**config.mk**
```make
export PLATFORM = sky130hd
export DESIGN_NAME = sha_round_ctrl
export DESIGN_NICKNAME = d
export VERILOG_FILES = /design/src/rtl/sha_round_ctrl_pkg.sv /design/src/rtl/sha_round_ctrl_counter.sv /design/src/rtl/sha_round_ctrl.sv
export SDC_FILE = /design/constraint.sdc
export NUM_CORES = 1
export LEC_CHECK = 0
export ABC_AREA = 0
export CAP_MARGIN = 20
export CORE_UTILIZATION = 46
export DETAILED_ROUTE_END_ITERATION = 8
export HOLD_SLACK_MARGIN = 0.12
export PLACE_DENSITY = 0.92
export REMOVE_ABC_BUFFERS = 1
export SLEW_MARGIN = 25
export SYNTH_ARGS = -nofsm -noshare
export SYNTH_HDL_FRONTEND = slang
export SYNTH_SLANG_ARGS = --single-unit
```
**constraint.sdc**
```tcl
create_clock -name i_clk -period 3.7 [get_ports i_clk]
set_input_delay 0.37 -clock i_clk [delete_from_list [all_inputs] [get_ports i_clk]]
set_output_delay 0.37 -clock i_clk [all_outputs]
set_load 0.005 [all_outputs]
```
**src/rtl/sha_round_ctrl_pkg.sv**
```systemverilog
// Shared types and defaults for the SHA-256 round sequencer.
// Build option: define SHA_T3_PRECALC_EN to enable the T3 precalculation stage.
package sha_round_ctrl_pkg;

   localparam int unsigned NUM_ROUNDS_DEF = 64;
   localparam int unsigned CNT_W_DEF      = 6;

   // ST_PRE is only reachable when the T3 precalculation stage is built in
   typedef enum logic [2:0] {
      ST_IDLE  = 3'd0,
      ST_LOAD  = 3'd1,
      ST_PRE   = 3'd2,
      ST_ROUND = 3'd3,
      ST_FINAL = 3'd4,
      ST_DONE  = 3'd5
   } state_e;

endpackage

```
**src/rtl/sha_round_ctrl_counter.sv**
```systemverilog
// Round counter: clear has priority over enable; terminal flag at NUM_ROUNDS-1.
module sha_round_counter
   import sha_round_ctrl_pkg::*;
#(
   parameter int unsigned CNT_W      = CNT_W_DEF,
   parameter int unsigned NUM_ROUNDS = NUM_ROUNDS_DEF
) (
   input  logic             i_clk,
   input  logic             i_rst,
   input  logic             i_clr,
   input  logic             i_en,
   output logic [CNT_W-1:0] o_cnt,
   output logic             o_tc_c
);

   localparam logic [CNT_W-1:0] LAST = CNT_W'(NUM_ROUNDS - 1);

   logic [CNT_W-1:0] cnt_q;
   logic [CNT_W-1:0] cnt_d;

   // Next count: cleared back to zero before it could ever wrap
   always_comb begin
      cnt_d = cnt_q;
      if (i_clr) begin
         cnt_d = '0;
      end else if (i_en) begin
         cnt_d = cnt_q + CNT_W'(1);
      end
   end

   // Count register
   always_ff @(posedge i_clk) begin
      if (i_rst) begin
         cnt_q <= '0;
      end else begin
         cnt_q <= cnt_d;
      end
   end

   assign o_cnt  = cnt_q;
   assign o_tc_c = (cnt_q == LAST);

endmodule

```
**src/rtl/sha_round_ctrl.sv**
```systemverilog
// SHA-256 compression sequencer: LOAD, [PRE], ROUND x NUM_ROUNDS, FINAL, DONE.
// Build option: SHA_T3_PRECALC_EN adds the PRE state and T3/K-index lookahead.
module sha_round_ctrl
   import sha_round_ctrl_pkg::*;
#(
   parameter int unsigned NUM_ROUNDS = NUM_ROUNDS_DEF,
   parameter int unsigned CNT_W      = CNT_W_DEF
) (
   input  logic             i_clk,
   input  logic             i_rst,
   input  logic             i_blk_vld,
   output logic             o_blk_rdy,
   input  logic             i_first,
   output logic             o_sel_iv,
   output logic             o_ld_init,
   output logic             o_rnd_en,
   output logic             o_sched_en,
   output logic [CNT_W-1:0] o_round,
   output logic [CNT_W-1:0] o_kt_idx,
   output logic             o_t3_en,
   output logic             o_fin_en,
   output logic             o_digest_vld,
   input  logic             i_digest_rdy,
   output logic             o_busy
);

   state_e           state_q;
   state_e           state_d;
   logic             accept_c;
   logic             blk_rdy_c;
   logic             cnt_clr_c;
   logic             cnt_en_c;
   logic             cnt_tc_c;
   logic [CNT_W-1:0] cnt;
   logic             sel_iv_q;
   logic             ld_init_q;
   logic             rnd_en_q;
   logic             fin_en_q;
   logic             digest_vld_q;
   logic             busy_q;

   assign blk_rdy_c = (state_q == ST_IDLE) || ((state_q == ST_DONE) && i_digest_rdy);
   assign accept_c  = i_blk_vld && blk_rdy_c;
   assign cnt_en_c  = (state_q == ST_ROUND);
   assign cnt_clr_c = (state_q == ST_LOAD) || ((state_q == ST_ROUND) && cnt_tc_c);

   sha_round_counter #(
      .CNT_W      (CNT_W),
      .NUM_ROUNDS (NUM_ROUNDS)
   ) u_cnt (
      .i_clk  (i_clk),
      .i_rst  (i_rst),
      .i_clr  (cnt_clr_c),
      .i_en   (cnt_en_c),
      .o_cnt  (cnt),
      .o_tc_c (cnt_tc_c)
   );

   // Next-state decode
   always_comb begin
      state_d = state_q;
      case (state_q)
         ST_IDLE:  if (accept_c) state_d = ST_LOAD;
`ifdef SHA_T3_PRECALC_EN
         ST_LOAD:  state_d = ST_PRE;
`else
         ST_LOAD:  state_d = ST_ROUND;
`endif
         ST_PRE:   state_d = ST_ROUND;
         ST_ROUND: if (cnt_tc_c) state_d = ST_FINAL;
         ST_FINAL: state_d = ST_DONE;
         ST_DONE:  if (i_digest_rdy) state_d = i_blk_vld ? ST_LOAD : ST_IDLE;
         default:  state_d = ST_IDLE;
      endcase
   end

   // State register and strobes registered from the upcoming state
   always_ff @(posedge i_clk) begin
      if (i_rst) begin
         state_q      <= ST_IDLE;
         sel_iv_q     <= 1'b1;
         ld_init_q    <= 1'b0;
         rnd_en_q     <= 1'b0;
         fin_en_q     <= 1'b0;
         digest_vld_q <= 1'b0;
         busy_q       <= 1'b0;
      end else begin
         state_q      <= state_d;
         if (accept_c) begin
            sel_iv_q <= i_first;
         end
         ld_init_q    <= (state_d == ST_LOAD);
         rnd_en_q     <= (state_d == ST_ROUND);
         fin_en_q     <= (state_d == ST_FINAL);
         digest_vld_q <= (state_d == ST_DONE);
         busy_q       <= (state_d != ST_IDLE);
      end
   end

`ifdef SHA_T3_PRECALC_EN
   localparam logic [CNT_W-1:0] LAST = CNT_W'(NUM_ROUNDS - 1);

   logic [CNT_W-1:0] round_nxt_c;
   logic             t3_en_q;
   logic [CNT_W-1:0] kt_idx_q;

   assign round_nxt_c = ((state_q == ST_ROUND) && (state_d == ST_ROUND)) ? cnt + CNT_W'(1) : '0;

   // K index runs one round ahead so T3 can be precomputed; last round has nothing to prefetch
   always_ff @(posedge i_clk) begin
      if (i_rst) begin
         t3_en_q  <= 1'b0;
         kt_idx_q <= '0;
      end else begin
         t3_en_q  <= (state_d == ST_PRE) || ((state_d == ST_ROUND) && (round_nxt_c != LAST));
         kt_idx_q <= ((state_d == ST_ROUND) && (round_nxt_c != LAST)) ? round_nxt_c + CNT_W'(1) : '0;
      end
   end

   assign o_t3_en  = t3_en_q;
   assign o_kt_idx = kt_idx_q;
`else
   assign o_t3_en  = 1'b0;
   assign o_kt_idx = cnt;
`endif

   assign o_blk_rdy    = blk_rdy_c;
   assign o_sel_iv     = sel_iv_q;
   assign o_ld_init    = ld_init_q;
   assign o_rnd_en     = rnd_en_q;
   assign o_sched_en   = rnd_en_q;
   assign o_round      = cnt;
   assign o_fin_en     = fin_en_q;
   assign o_digest_vld = digest_vld_q;
   assign o_busy       = busy_q;

endmodule

```
# [Yosys cells after proc, flatten, opt, wreduce, memory -nomap -nowiden]
# Index checks and enable logic that the tools add are counted.
[word_totals] regBits=15 inputBits=5 out_inout_bits=21 word_cells=33
[op_classes] n_addsub=1 n_eq_ne=10 muxes=5 reduce_logical=9
[op_table] op="$pmux W3 S5" count=1
[op_table] op="$eq A3 B3 Y1 const B" count=4
[op_table] op="$eq A3 B2 Y1 const B" count=3
[op_table] op="$mux W3" count=3
[op_table] op="$add A6 B1 Y6 const B" count=1
[op_table] op="$eq A3 B1 Y1 const B" count=2
[op_table] op="$eq A6 B6 Y1 const B" count=1
[op_table] op="$reduce_or A2 Y1" count=2
[op_table] op="$logic_and A1 B1 Y1" count=3
[op_table] op="$logic_not A3 Y1" count=1
[op_table] op="$reduce_bool A3 Y1" count=1
[op_table] op="$logic_or A1 B1 Y1" count=2
[op_table] op="$mux W1" count=1

# [Depth between registers and ports, before layout]
[logic_depth] ltp_word=7 ltp_mapped=5 mapped_depth_nobuf=5

# [Modules after synthesis]
# Synthesis repeated with hierarchy kept, for this count alone.
[hier_totals] cells_unflattened=82 hier_area_um2=725.7
[modules_own_cells] module="sha_round_ctrl" n_inst=1 cells_per_inst=53 area_per_inst_um2=464.2 seq_area_each_um2=180.2
[modules_own_cells] module="sha_round_counter" n_inst=1 cells_per_inst=29 area_per_inst_um2=261.5 seq_area_each_um2=120.1

# [Worst setup path after synthesis]
# Ideal clock, no wire load.
[synth_timing] kind="reg-to-reg" startpoint="reg u_cnt.cnt_q[0] (netlist: u_cnt.o_cnt[0])" endpoint="reg u_cnt.cnt_q[0] (netlist: u_cnt.o_cnt[0])" setup_time_ns=0.135 arrival_time_ns=1.193 required_ns=3.565 setup_slack_ns=2.372 path_stages_with_launch=6 path_cell_list="dfxtp_1 ha_1 nand4_2 nor2_2 o21a_2 nor3_2"
[synth_between] elab_chain_len=4 elab_cells_between_ends=5
[synth_rtl] element="start, declared" line_no="sha_round_ctrl_counter.sv:18" source="logic [CNT_W-1:0] cnt_q;"
[synth_rtl] element="start signal, assigned" line_no="sha_round_ctrl_counter.sv:36" source="cnt_q <= cnt_d;"
[synth_rtl] element="branches (longest 4 deep; another with $add A6 B1 Y6)"
# Parallel ways; which one is timed is not known.
# A chain may end at the register's enable or synchronous reset.

# [Worst setup path after layout]
[layout_timing] startpoint="reg state_q[2]" endpoint="out o_blk_rdy"
[layout_between] elab_chain_len=3 elab_cells_between_ends=4
[layout_rtl] element="start, declared" line_no="sha_round_ctrl.sv:27" source="state_e state_q;"
[layout_rtl] element="start signal, assigned" line_no="sha_round_ctrl.sv:88" source="state_q <= state_d;"
[layout_rtl] element="$eq A3 B3 Y1" line_no="sha_round_ctrl.sv:42" source="assign blk_rdy_c = (state_q == ST_IDLE) || ((state_q == ST_DONE) && i_digest_rdy);"
[layout_rtl] element="$logic_and A1 B1 Y1" line_no="sha_round_ctrl.sv:42"
[layout_rtl] element="$logic_or A1 B1 Y1 (*)" line_no="sha_round_ctrl.sv:42"
[layout_rtl] element="end, declared" line_no="sha_round_ctrl.sv:12" source="output logic o_blk_rdy,"
# Mark *: on every way between the ends. The rest lies on a longest branch, timed or not.

==> impl_metrics.tcl <==
set metrics [dict create \
    status "finished, final reports clean" \
    area_growth_pct 28.9 \
    antenna_left 0 \
    worstSkewPairLatency_ns 0.28 \
    fin_tns_setup_ns 0 \
    drive_gt1_share_pct 16.8 \
    fin_skew_ns 0.00140 \
    ys_warn_count 0 \
    crit_type "flip-flop to output pin" \
    ys_types 32 \
    routed.top_layer "met4" \
    cts_setup_buffers 0 \
    max_slew_margin_pct 62.6 \
    synth_top_area_cell "dfxtp_1" \
    path_cells "and3_1, o21a_1, clkdlybuf4s50_1" \
    die_y_um 41.9 \
    drc_errors 0 \
    placed_cells 107 \
    grt_start_max_net_pins 15 \
    num_rows 14 \
    grt_pass1_vias 533 \
    post-route-min-period_ns 2.01 \
    antenna_found_initial 0 \
    core_area_um2 1490 \
    totalPowerFinal_mw 0.324 \
    yosysMostFrequentCell "dfxtp_1" \
    die_area_um2 1750 \
    start_kind "flip-flop" \
    path_clk_slew_ns 0.09 \
    grt_pass1_wl_um 2030 \
    cap_violations 0 \
    wl_per_cell_um 11.3 \
    io_pins 26 \
    synth_cells 78 \
    htree_levels 1 \
    avgSynthCellArea_um2 9.38 \
    power.density_nw_per_um2 343 \
    critPathMaxFanout 11 \
    route.met3.wl_um 71 \
    setup_viol 0 \
    layout.nets 102 \
    ir_worst_vdd_uv 269 \
    setup.worst_path.end_class "output pin" \
    wl_met1_um 510 \
    slowest_stage "dfxtp_1" \
    grt_usage_pct 15.6 \
    hpwl_um 960 \
    tightest_slew_ns 0.559 \
    ys_seq_area_share_pct 41.0 \
    synthFlopType "dfxtp_1" \
    cts_made_buffers 3 \
    ys_top_cells_by_count "dfxtp_1, buf_4, nor2_1" \
    cts_resized 0 \
    vias 583 \
    start_util_pct 49.2 \
    required_ns 3.33 \
    finalMaxSlewViolations 0 \
    finalNonFillerCells 111 \
    portBuffers 24 \
    rsz0062_at_grt "no" \
    min_path_type "flip-flop to flip-flop" \
    synth.top_cell.area_share_pct 41.0 \
    async_flop_share_pct 0 \
    fmax_mhz 497 \
    crit_path_max_incr_delay_ns 0.51 \
    die_w_um 41.9 \
    p_leak_nw 0.350 \
    netlist_area_um2 732 \
    wl_met2_um 615 \
    antenna_cells 0 \
    synth_edf_count 0 \
    post_drt_via_cell_ratio 5.25 \
    cts_max_path_buffers 2 \
    clock-sinks 15 \
    synth_seq_cells 15 \
    final_hold_viol_count 0 \
    drt_first_pass_iters 4 \
    ctsHoldBuffers 0 \
    cts-root-buf "clkbuf_4" \
    synth_area_leaders "dfxtp_1, buf_4, nor3_2" \
    drt_iter0_drc 3 \
    arrival_ns 1.64 \
    finalCritPeriodShare_pct 54.4 \
    place.gp.congestion 0.775 \
    overflow 0 \
    wl_um 1250 \
    tritoncts "built" \
]
==> per-layer routing <==
layer	track usage (%)	vias to the layer above
met4	14.8	0
met2	25.9	20
met1	15.6	263
met5	0	-
met3	3.91	6
li1	-	294
==> cell usage in the layout (no fill, tap or decap), types with 2 or more instances in the layout <==
cell type / netlist / layout
a21oi_1: 2 / 2
nor2_1: 8 / 8
nor3_1: 2 / 2
nor2b_1: 3 / 3
clkbuf_4: 0 / 3
nand3_1: 2 / 2
dfxtp_1: 15 / 15
and3_1: 2 / 2
clkdlybuf4s50_1: 0 / 24
nor3_2: 6 / 6
o211ai_1: 2 / 2
nand2_1: 2 / 2
nor4_1: 2 / 2
inv_1: 2 / 2
xnor2_1: 3 / 3
==> layout make-up <==
type                            count  area [um2]
Fill cell                         125         546
Multi-Input combinational cell     49         344
Sequential cell                    15         300
Timing Repair Buffer               24         240
Clock buffer                        3        22.5
Tap cell                           16        20.0
Inverter                            3        11.3
Clock inverter                      1        5.00
==> sequential cells by signal, indices dropped and copies added, names as in the netlist <==
register      count
o_busy            1
o_digest_vld      1
o_fin_en          1
o_ld_init         1
o_rnd_en          1
o_sel_iv          1
state_q           3
u_cnt.o_cnt       6
==> through the flow <==
step                hold slack, ns  area, um2  utilization (%)  worst slack [ns]
global route                 0.576        943             63.4              1.61
floorplan                    0.440        656                -              2.37
finish                       0.524        943             63.4              1.69
detailed placement           0.513        916             61.5              1.70
CTS                          0.528        943             63.4              1.68
global placement             0.496        916             61.5              1.73
==> cell families after synthesis <==
group                    share of synthesized area [%]
AND/OR/NAND/NOR                                   28.9
buffers and inverters                             12.0
AO/OA/AOI/OAI                                     9.74
adder cells (fa/ha/maj)                           1.71
other                                            0.512
multiplexers                                      1.37
flip-flops                                        41.0
XOR/XNOR                                          4.79
==> worst max-delay path, delay by kind of cell, from the launching register on <==
family | cells | cell delay (ns)
AOI/OAI and AO/OA | 1 | 0.13
and+or+nand+nor | 1 | 0.23
DFF | 1 | 0.51
buffers and inverters | 1 | 0.49
==> where the power goes <==
| group | leakage (nW) | switching, mW | internal (mW) | total [mW] |
|---|---|---|---|---|
| logic | 0.210 | 0.0236 | 0.0304 | 0.0540 |
| registers | 0.122 | 0.00794 | 0.169 | 0.177 |
| clock network | 0.0177 | 0.0525 | 0.0402 | 0.0927 |
| total | 0.350 | 0.0841 | 0.240 | 0.324 |
==> final timing paths <==
| path | from | to | slack, ns | depth (start not counted) |
|---|---|---|---|---|
| worst max-delay path | state_q[2] | o_blk_rdy | 1.69 | 3 |
| worst min-delay path | o_sel_iv | o_sel_iv | 0.52 | 2 |
| worst max register to register | u_cnt.o_cnt[0] | u_cnt.o_cnt[4] | 2.25 | 5 |
| worst min register to register | o_sel_iv | o_sel_iv | 0.52 | 2 |
(Power assumes the default switching activity.)
==> RTL change: new RTL, same flow settings <==
Set the package constant `CNT_W_DEF` to 12 (it was 6).
--- a/src/rtl/sha_round_ctrl_pkg.sv
+++ b/src/rtl/sha_round_ctrl_pkg.sv
@@ -5,3 +5,3 @@
    localparam int unsigned NUM_ROUNDS_DEF = 64;
-   localparam int unsigned CNT_W_DEF      = 6;
+   localparam int unsigned CNT_W_DEF      = 12;
 
Interface: changed (resized o_kt_idx and o_round); port bits go from 26 to 38. No check against the original RTL was run, so the function may have changed too.
==> RTL change against the original RTL <==
- final area is 47% higher
- combinational power increased by 38%
- critical path type unchanged
- synthesized cell count increased by 54%
- setup slack worse by 0.12 ns
- sequential cell count rose by 6
- area after synthesis is 50% higher
- critical path depth is the same
- final cell count up 53%
- global-route usage increased by 4.0 points
- first-iteration DRC count rose to 7.3 times the old value
- routed wire length is 80% higher
- worst hold slack better by 0.023 ns
- power increased by 35%
==> RTL change: results <==
metrics = {
    "hold_path": {
        "whs_endpoint": "u_cnt.o_cnt[1]$_SDFFE_PP0P_",
        "hp-class": "reg -> reg",
        "hold_depth": 2,
        "worstHoldStart": "u_cnt.o_cnt[1]$_SDFFE_PP0P_",
    },
    "global_routing": {
        "first_global_vias": 806,
        "grt_antenna_before_repair": 0,
        "grt_max_degree": 13,
        "grt_pass1_wl_um": 3840,
        "track_usage_pct": 19.6,
    },
    "final_layout": {
        "diodes": 0,
        "multiInputGateArea_um2": 527,
        "postLayoutCellArea_um2": 1390,
        "largest_reg_flops": 12,
        "fillCellCount": 186,
        "drive_above_1_share_pct": 7.75,
        "nets": 149,
    },
    "clock_tree": {
        "path_clk_slew_ns": 0.11,
        "cts_resized": 0,
        "clock_latency_ns": 0.30,
        "htreeDepth": 1,
        "cts-buffers-inserted": 3,
        "post-cts-setup-buffer-count": 0,
        "cts-root-buf": "clkbuf_4",
        "cts_buffer_depth": 2,
    },
    "worst_setup_path": {
        "timing.rr.start": "u_cnt.o_cnt[0]$_SDFFE_PP0P_",
        "crit_fanout": 10,
        "rrSetupSlack_ns": 1.98,
        "worst_r2r_endpoint": "u_cnt.o_cnt[0]$_SDFFE_PP0P_",
        "reg2reg_depth": 5,
        "cp_data_arrival_time_ns": 1.76,
    },
    "synthesis": {
        "synth_warnings": 0,
        "synth-async-reset-ratio_pct": 0,
        "synthTopCellsByArea": "dfxtp_1, buf_4, xnor2_1, nor2_1, nand2_1",
        "ys_top_cells_by_count": "dfxtp_1, nor2_1, buf_4",
        "ys_seq_area_share_pct": 38.3,
        "ys_types": 35,
    },
    "place": {
        "dp_hpwl_um": 1620,
        "buffer_ports.inserted": 36,
        "placed_cell_area_um2": 1360,
        "gp_congestion": 0.808,
    },
    "drt": {
        "vias_per_cell": 5.30,
        "drtPass1Iterations": 5,
        "first_iter_violations": 22,
        "post_drt_wl_per_cell_um": 13.3,
    },
    "pwr": {
        "p_leak_nw": 0.498,
        "worst_ir_drop_vdd_mv": 0.224,
    },
    "outcome": {
        "outcome": "complete, no violations",
    },
    "timing": {
        "fin_skew_ns": 0.00536,
    },
}
RTL change: cell types whose count changed in the layout (fill, tap and decap cells not counted), moves of 3 or more:
cell and change:
nor2_1 +7, clkdlybuf4s50_1 +12, nor3_2 -6, inv_1 +3, xnor2_1 +5, nand2_1 +8
dfxtp_1 +6, nand4_1 +5
RTL change: logic make-up after synthesis:
| kind of cell | share of synthesized area, % |
|---|---|
| AO/OA/AOI/OAI | 9.92 |
| XOR/XNOR | 8.78 |
| adder cells (fa/ha/maj) | 1.14 |
| buffers and inverters | 13.7 |
| flip-flops | 38.3 |
| other | 0.342 |
| AND/OR/NAND/NOR | 27.8 |
RTL change: worst max-delay path by stage:
stage / slack (ns) / from / endpoint
2_1_floorplan: 2.20 / u_cnt.o_cnt[0]$_SDFFE_PP0P_ / u_cnt.o_cnt[0]$_SDFFE_PP0P_
3_3_place_gp: 1.62 / i_digest_rdy / o_blk_rdy
3_5_place_dp: 1.62 / i_digest_rdy / o_blk_rdy
4_1_cts: 1.57 / state_q[0]$_SDFF_PP0_ / o_blk_rdy
5_1_grt: 1.49 / state_q[0]$_SDFF_PP0_ / o_blk_rdy
6_report: 1.57 / state_q[0]$_SDFF_PP0_ / o_blk_rdy
RTL change: routing by layer:
metal  GRT usage [%]  vias to the layer above  wire (um)
li1                -                      445          -
met1            24.9                      413        995
met2            35.1                       43       1110
met3            4.76                        0        151
met4            1.39                        0          0
met5               0                        -          0
RTL change: area by class of cell:
type / count / share of cell area (%)
multi-input cells: 76 / 37.9
flip-flops and latches: 21 / 30.3
repair buffers: 36 / 25.9
well taps: 28 / 2.52
clock buffers: 3 / 1.62
inverters: 5 / 1.35
clock inverters: 1 / 0.360
RTL change: critical path, stage by stage (launching register included):
cell	delay, ns
dfxtp_1	0.55
nand3_1	0.17
a21oi_2	0.22
clkdlybuf4s50_1	0.53
RTL change: where the power goes:
part / switching (W) / leakage [nW] / internal (W)
Sequential: 0.0000151 / 0.171 / 0.000238
Clock: 0.0000701 / 0.0177 / 0.0000403
Combinational: 0.0000342 / 0.309 / 0.0000405
Total: 0.000119 / 0.498 / 0.000318
RTL change: per-stage QoR:
| step | instances | hold slack (ns) | total power, W | setup WS, ns |
|---|---|---|---|---|
| floorplan | 102 | 0.449 | 0.000291 | 2.20 |
| global placement | 166 | 0.519 | 0.000330 | 1.62 |
| detailed placement | 166 | 0.527 | 0.000332 | 1.62 |
| CTS | 170 | 0.548 | 0.000440 | 1.57 |
| global route | 170 | 0.570 | 0.000462 | 1.49 |
| finish | 170 | 0.547 | 0.000438 | 1.57 |
